`src/rtl/countdown_timer_ms.sv`:
```
// rtl/countdown_timer_ms.sv - millisecond countdown timer with one-cycle done pulse
// Optional periodic mode under `define AUTO_RELOAD_EN.
module countdown_timer_ms #(
  parameter int CLOCK_SPEED = 25000000,
  parameter int MS_WIDTH    = 16
) (
  input  logic                clk,
  input  logic                rst,
  input  logic                start,
  input  logic [MS_WIDTH-1:0] load_ms,
  input  logic                pause,
  input  logic                cancel,
  output logic                busy,
  output logic                done,
  output logic [MS_WIDTH-1:0] remaining_ms
);

  localparam int CYCLES_PER_MS = CLOCK_SPEED / 1000;
  localparam int PS_W          = $clog2(CYCLES_PER_MS);
  localparam logic [PS_W-1:0] PS_LAST = PS_W'(CYCLES_PER_MS - 1);

  localparam logic [1:0] ST_IDLE   = 2'd0;
  localparam logic [1:0] ST_RUN    = 2'd1;
  localparam logic [1:0] ST_PAUSED = 2'd2;

  logic [1:0]      state;
  logic [PS_W-1:0] prescaler;
`ifdef AUTO_RELOAD_EN
  logic [MS_WIDTH-1:0] period;
`endif

  always_ff @(posedge clk) begin
    if (!rst) begin
      state        <= ST_IDLE;
      busy         <= 1'b0;
      done         <= 1'b0;
      remaining_ms <= '0;
      prescaler    <= '0;
`ifdef AUTO_RELOAD_EN
      period       <= '0;
`endif
    end else begin
      done <= 1'b0;
      if (cancel) begin
        state        <= ST_IDLE;
        busy         <= 1'b0;
        remaining_ms <= '0;
        prescaler    <= '0;
      end else if (start) begin
        prescaler <= '0;
        if (load_ms != '0) begin
          state        <= ST_RUN;
          busy         <= 1'b1;
          remaining_ms <= load_ms;
`ifdef AUTO_RELOAD_EN
          period       <= load_ms;
`endif
        end else begin
          // zero-length request expires immediately
          state        <= ST_IDLE;
          busy         <= 1'b0;
          done         <= 1'b1;
          remaining_ms <= '0;
        end
      end else if (state != ST_IDLE) begin
        if (pause) begin
          state <= ST_PAUSED;
        end else begin
          // the resume edge itself counts, so a P-cycle pause delays done by P
          state <= ST_RUN;
          if (prescaler == PS_LAST) begin
            prescaler <= '0;
            if (remaining_ms <= MS_WIDTH'(1)) begin
              done <= 1'b1;
`ifdef AUTO_RELOAD_EN
              remaining_ms <= period;
`else
              state        <= ST_IDLE;
              busy         <= 1'b0;
              remaining_ms <= '0;
`endif
            end else begin
              remaining_ms <= remaining_ms - MS_WIDTH'(1);
            end
          end else begin
            prescaler <= prescaler + PS_W'(1);
          end
        end
      end
    end
  end

endmodule

```
`config.mk`:
```
export PLATFORM = sky130hd
export DESIGN_NAME = countdown_timer_ms
export DESIGN_NICKNAME = d
export VERILOG_FILES = /design/src/rtl/countdown_timer_ms.sv
export SDC_FILE = /design/constraint.sdc
export NUM_CORES = 1
export LEC_CHECK = 0
export ABC_AREA = 1
export CORE_MARGIN = 3
export CORE_UTILIZATION = 45
export CTS_BUF_LIST = sky130_fd_sc_hd__clkbuf_8
export DETAILED_ROUTE_END_ITERATION = 12
export HOLD_SLACK_MARGIN = 0.05
export MAX_ROUTING_LAYER = met4
export PLACE_DENSITY = 0.66
export SLEW_MARGIN = 20
export SYNTH_ARGS = -nofsm -noshare
export SYNTH_HDL_FRONTEND = slang
export SYNTH_SLANG_ARGS = --single-unit
```
`constraint.sdc`:
```
create_clock -name clk -period 4.3 [get_ports clk]
set_input_delay 0.43 -clock clk [delete_from_list [all_inputs] [get_ports clk]]
set_output_delay 0.43 -clock clk [all_outputs]
set_load 0.05 [all_outputs]
```
==> metrics.cfg, run 1 <==
[status]
status = finished, final reports clean

[clock_network]
cts_resized = 0
cts-root-buf = clkbuf_8
cts_made_buffers = 5
htree_levels = 2
path_clk_slew_ns = 0.08
numClockSinks = 35
clk_latency_ns = 0.29
cts_tree = built
postCtsSetupRepairBufs = 0
cts_hold_buf = 0
clockBufferDepth = 2

[global_route]
grt-ovfl-total = 0
grt.total_usage_pct = 20.9
grt_pass1_wl_mm = 9.92
grt_max_degree = 21
first_global_vias = 2200
antenna_found_initial = 0

[synth]
ys_seq_elements = 35
synth_largest_area_cell = dfxtp_1
synth_cell_type_count = 34
yosysSeqAreaShare_pct = 31.1
synth_nets = 379
ys_async_sr_fraction_pct = 0
yosysTopAreaCellShare_pct = 31.1
synth_edf_count = 0
yosys-top-cells-area = dfxtp_1 31%, nand2_1 15%, nor2_1 9.3%
syn-instance-count = 355
avgSynthCellArea_sq_um = 6.34
yosysWarnings = 0
syn-cell-area_sq_um = 2250
synth_ff_type = dfxtp_1

[finish]
stdcell_count = 464
area_growth_syn_to_layout_pct = 24.7
antennaDiodeCount = 0
final_nets = 420
design_area_sq_um = 2810
fin_util_pct = 58.7
layout-drive-gt1-share_pct = 8.06

[drt]
dr.pass1.iters = 4
drt_iter0_drc = 176
drc = 0
ant_nets = 0
routed_wl_mm = 5.62
vias = 2296
wire_per_inst_um = 12.1
via_per_inst = 4.95

[placement]
portBuffers = 38
dp_cells = 456
gp_congestion = 0.856
placed_cell_area_sq_um = 2690
hpwl_mm = 4.21

[pwr]
power.leakage_nw = 1.24
max-vdd-ir-drop_mv = 0.131
power_density_nw_per_um2 = 304

[die]
initial_core_util_pct = 47.0
die_area_sq_um = 5890
core.rowCount = 25
top_level_ports = 39
die_w_um = 76.7
coreArea_sq_um = 4790
die_h_um = 76.7

[timing]
period_needed_ns = 2.23
setup_violations = 0
finalHoldViolations = 0
max_freq_ghz = 0.449
finalCritPeriodShare_pct = 51.8
worst_pin_slew_ns = 0.501
hold-worst-slack_ns = 0.472
slew_viol_final = 0
tns_ns = 0
maxSlewHeadroom_pct = 66.5
fin_skew_ns = 0.00316
rsz0062_at_grt = no

[worst_setup_path]
worstPathRequired_ns = 4.52
path_max_fanout = 20
slowest_stage = clkdlybuf4s50_1
cp-end-kind = flip-flop
critPathBufInv = 3
arrival_ns = 2.45
max_stage_delay_ns = 0.48
critPathLaunchType = input pin
crit_type = input pin to flip-flop
crit_chain = clkdlybuf4s50_1 -> nor2_1 -> buf_4 -> nand3_1 -> nand2_2 -> nor2_2 -> inv_2 -> nor3_1
path_delay_family = simple AND/OR/NAND/NOR gates

[min_path]
hold_path.class = flip-flop to flip-flop

[job]
maxCapViolCount = 0

through the flow:
step	total power, mW	worst slack, ns
2_1_floorplan	0.481	2.46
3_3_place_gp	0.539	1.83
3_5_place_dp	0.539	1.75
4_1_cts	0.862	2.06
5_1_grt	0.899	1.83
6_report	0.853	2.07
Yosys cell counts, types with 3 or more instances:
library cell  count
xor2_1            7
mux2i_1           3
inv_1            47
dfxtp_1          35
nand4_1           9
o21ai_0          14
a21oi_1           8
nand2_2           3
ha_1              3
o21bai_1          3
o21bai_2          3
nand3_1          35
nand2_1          88
nor2_2            5
nor2_1           56
nor3_1           10
a21oi_2           4
per-layer routing:
layer	vias to the layer above	routed length [um]	global-route usage, %
met5	-	0	-
met4	0	84	7.25
met3	8	243	4.69
met2	42	2800	35.2
met1	1033	2500	24.5
li1	1213	-	-
worst min-delay path, cell delays in order (launching register included):
cell,delay (ns)
dfxtp_1,0.32
nand2_1,0.06
a21oi_1,0.05
flip-flops by register name, indices dropped and copies added (netlist names):
register / count
state: 2
prescaler: 15
busy: 1
remaining_ms: 16
done: 1
cell families (layout without fill, tap and decap cells):
family / Yosys count / in the layout / synth area share [%]
adder cells (fa/ha/maj): 3 / 3 / 1.67
AO/OA/AOI/OAI: 34 / 34 / 9.51
XOR/XNOR: 8 / 8 / 3.11
multiplexers: 3 / 3 / 1.33
AND/OR/NAND/NOR: 215 / 215 / 42.6
buffers and inverters: 57 / 99 / 10.6
flip-flops: 35 / 35 / 31.1
power breakdown:
part           internal [mW]  switching (mW)  total, mW
clock network          0.191           0.129      0.320
logic                 0.0719           0.118      0.190
registers              0.332          0.0108      0.343
layout make-up:
type	count	area, sq um
Fill cell	492	1980
Tap cell	67	83.8
Inverter	50	188
Sequential cell	35	701
Timing Repair Buffer	41	403
Multi-Input combinational cell	263	1310
Clock inverter	2	38.8
Clock buffer	6	82.6
final timing paths:
| kind | startpoint | cells past startpoint | to | slack, ns |
|---|---|---|---|---|
| max | pause | 8 | prescaler[5]$_SDFFE_PP0P_ | 2.07 |
| min | busy$_SDFFE_PP0P_ | 2 | busy$_SDFFE_PP0P_ | 0.47 |
| min reg2reg | busy$_SDFFE_PP0P_ | 2 | busy$_SDFFE_PP0P_ | 0.47 |
| max reg2reg | prescaler[1]$_SDFFE_PP0P_ | 8 | remaining_ms[4]$_SDFFE_PP0P_ | 2.10 |
cells in the final DEF, fill, tap and decap left out:
| master | n |
|---|---|
| nand2_1 | 88 |
| nor2_1 | 56 |
| inv_1 | 47 |
| clkdlybuf4s50_1 | 38 |
| nand3_1 | 35 |
| dfxtp_1 | 35 |
| o21ai_0 | 14 |
| nor3_1 | 10 |
| nand4_1 | 9 |
| a21oi_1 | 8 |
| xor2_1 | 7 |
| clkbuf_8 | 6 |
| nor2_2 | 5 |
| a21oi_2 | 4 |
| nand2_2 | 3 |
| o21bai_1 | 3 |
| mux2i_1 | 3 |
| o21bai_2 | 3 |
| ha_1 | 3 |
| buf_4 | 3 |
| inv_2 | 2 |
| nor2_4 | 2 |
| nand3b_1 | 2 |
| nor4_1 | 2 |
| nor3_2 | 1 |
| clkinv_1 | 1 |
| o211ai_1 | 1 |
| xnor2_1 | 1 |
| nand3b_4 | 1 |
| o21ai_1 | 1 |
| nor3b_1 | 1 |
| bufinv_16 | 1 |
| inv_6 | 1 |
Note: power is estimated with default switching activity, not from simulation.
==> inputs of run 2 (changes only) <==
--- a/config.mk
+++ b/config.mk
@@ -12,7 +12,7 @@
 export DETAILED_ROUTE_END_ITERATION = 12
 export HOLD_SLACK_MARGIN = 0.05
 export MAX_ROUTING_LAYER = met4
-export PLACE_DENSITY = 0.66
+export PLACE_DENSITY = 0.68
 export SLEW_MARGIN = 20
 export SYNTH_ARGS = -nofsm -noshare
 export SYNTH_HDL_FRONTEND = slang
==> constraint.sdc (replaced) <==
create_clock -name clk -period 2.01 [get_ports clk]
set_input_delay 0.201 -clock clk [delete_from_list [all_inputs] [get_ports clk]]
set_output_delay 0.201 -clock clk [all_outputs]
set_load 0.05 [all_outputs]
==> run 2 against run 1 <==
Against the previous run: power increased by 95%; register-to-register slack got worse by 1.9 ns; first-iteration DRC count decreased by 28%; non-clock buffer count increased by 4; critical path type is now flip-flop to flip-flop; largest cell class unchanged.
==> metrics.cfg, run 2 (synthesized netlist as in run 1, its figures left out) <==
[status]
status = finished, final reports clean

[finish]
reg_top3 = remaining_ms (16), prescaler (15), state (2)
final_cell_mix = 88 x nand2_1, 56 x nor2_1, 47 x inv_1
stdcell_count = 467
final_common_cell = nand2_1
final_nets = 424
antennaDiodeCount = 0
largest_register_ff_count = 16
top_register = remaining_ms
area_growth_syn_to_layout_pct = 24.6
layout-drive-gt1-share_pct = 8.75

[global_route]
first_global_vias = 2240
grt.total_usage_pct = 21.0
grt-ovfl-total = 0
grt_max_degree = 19
antenna_found_initial = 0
grt_pass1_wl_mm = 9.86

[die]
top_level_ports = 39
coreArea_sq_um = 4790
initial_core_util_pct = 47.0
core.rowCount = 25
die_w_um = 76.7
die_h_um = 76.7
die_area_sq_um = 5890

[clock_network]
clockBufferDepth = 2
htree_levels = 2
cts_made_buffers = 5
cts-root-buf = clkbuf_8
numClockSinks = 35
cts_tree = built
cts_hold_buf = 0
path_clk_slew_ns = 0.07
cts_resized = 0
clk_latency_ns = 0.29
postCtsSetupRepairBufs = 0

[timing]
max_freq_ghz = 0.546
finalCritPeriodShare_pct = 91.2
finalHoldViolations = 0
tns_ns = 0
period_needed_ns = 1.83
rsz0062_at_grt = no
fin_skew_ns = 0.00540
slew_viol_final = 0
maxSlewHeadroom_pct = 66.4
worst_pin_slew_ns = 0.503
setup_violations = 0

[drt]
dr.pass1.iters = 4
routed_wl_mm = 5.60
drc = 0
drt_iter0_drc = 127
vias = 2322
via_per_inst = 4.97
wire_per_inst_um = 12.0
ant_nets = 0

[worst_setup_path]
r2r_setup_slack_ns = 0.18
reg2reg_from = remaining_ms[0]$_SDFFE_PP0P_
crit_start = remaining_ms[0]$_SDFFE_PP0P_
reg2reg_depth = 11
critPathLaunchType = flip-flop
worstPathRequired_ns = 2.25
critical_path.endpoint = remaining_ms[10]$_SDFFE_PP0P_
crit_type = flip-flop to flip-flop
arrival_ns = 2.07
cp-end-kind = flip-flop
path_max_fanout = 9
r2r_end = remaining_ms[10]$_SDFFE_PP0P_

[pwr]
p_total_mw = 1.67
power.leakage_nw = 1.25
power_density_nw_per_um2 = 594
max-vdd-ir-drop_mv = 0.467

[min_path]
hold_path.class = flip-flop to flip-flop

[placement]
dp_cells = 460
gp_congestion = 0.844
portBuffers = 38
hpwl_mm = 4.29

[job]
maxCapViolCount = 0

==> run 2: cell count changes in the layout (fill, tap and decap cells not counted) <==
cell       previous run  this run
inv_6                 1         0
bufinv_16             1         0
clkinv_2              0         1
buf_4                 3         7
==> run 2: area by class of cell <==
type	count	area, sq um
Fill cell	500	1980
Multi-Input combinational cell	263	1310
Sequential cell	35	701
Timing Repair Buffer	45	433
Inverter	50	188
Tap cell	67	83.8
Clock buffer	6	82.6
Clock inverter	1	5.00
==> run 2: worst min path at each step <==
stage	from	end	slack, ns	cells after the start
2_1_floorplan	pause	state[1]$_SDFFE_PP0N_	0.34	2
3_3_place_gp	busy$_SDFFE_PP0P_	busy$_SDFFE_PP0P_	0.46	2
3_5_place_dp	busy$_SDFFE_PP0P_	busy$_SDFFE_PP0P_	0.47	2
4_1_cts	busy$_SDFFE_PP0P_	busy$_SDFFE_PP0P_	0.48	2
5_1_grt	busy$_SDFFE_PP0P_	busy$_SDFFE_PP0P_	0.51	2
6_report	busy$_SDFFE_PP0P_	busy$_SDFFE_PP0P_	0.47	2
==> run 2: metal layers <==
metal  vias to the layer above  global-route usage (%)  share of wire, %
met1                      1034                    23.9                43
met2                        56                    36.1                49
li1                       1223                       -                 -
met4                         0                    8.15               1.7
met3                         9                    4.46               5.9
met5                         -                       -                 0
==> run 2: critical path, cell delays in order, from the launching register on <==
cell,delay (ns)
dfxtp_1,0.42
inv_1,0.07
ha_1,0.26
inv_1,0.07
nand2_1,0.05
nand2_1,0.05
nor2_1,0.07
a21oi_2,0.39
nand3_1,0.18
nand3_1,0.12
nand2_1,0.07
inv_1,0.05
==> run 2: where the power goes <==
group | leakage (nW) | internal, mW | switching, mW | total, mW
logic | 0.914 | 0.158 | 0.254 | 0.412
clock network | 0.0470 | 0.269 | 0.251 | 0.520
registers | 0.284 | 0.711 | 0.0228 | 0.734
total | 1.25 | 1.14 | 0.528 | 1.67
==> run 2: through the flow <==
| stage | worst slack, ns | area (sq um) | hold WS, ns | utilization [%] |
|---|---|---|---|---|
| 6_report | 0.178 | 2800 | 0.467 | 58.6 |
| 5_1_grt | 0.00178 | 2800 | 0.512 | 58.6 |
| 4_1_cts | 0.192 | 2800 | 0.477 | 58.6 |
| 3_5_place_dp | 0.211 | 2720 | 0.467 | 56.8 |
| 3_3_place_gp | 0.251 | 2720 | 0.461 | 56.8 |
| 2_1_floorplan | 0.169 | 2250 | 0.344 | - |
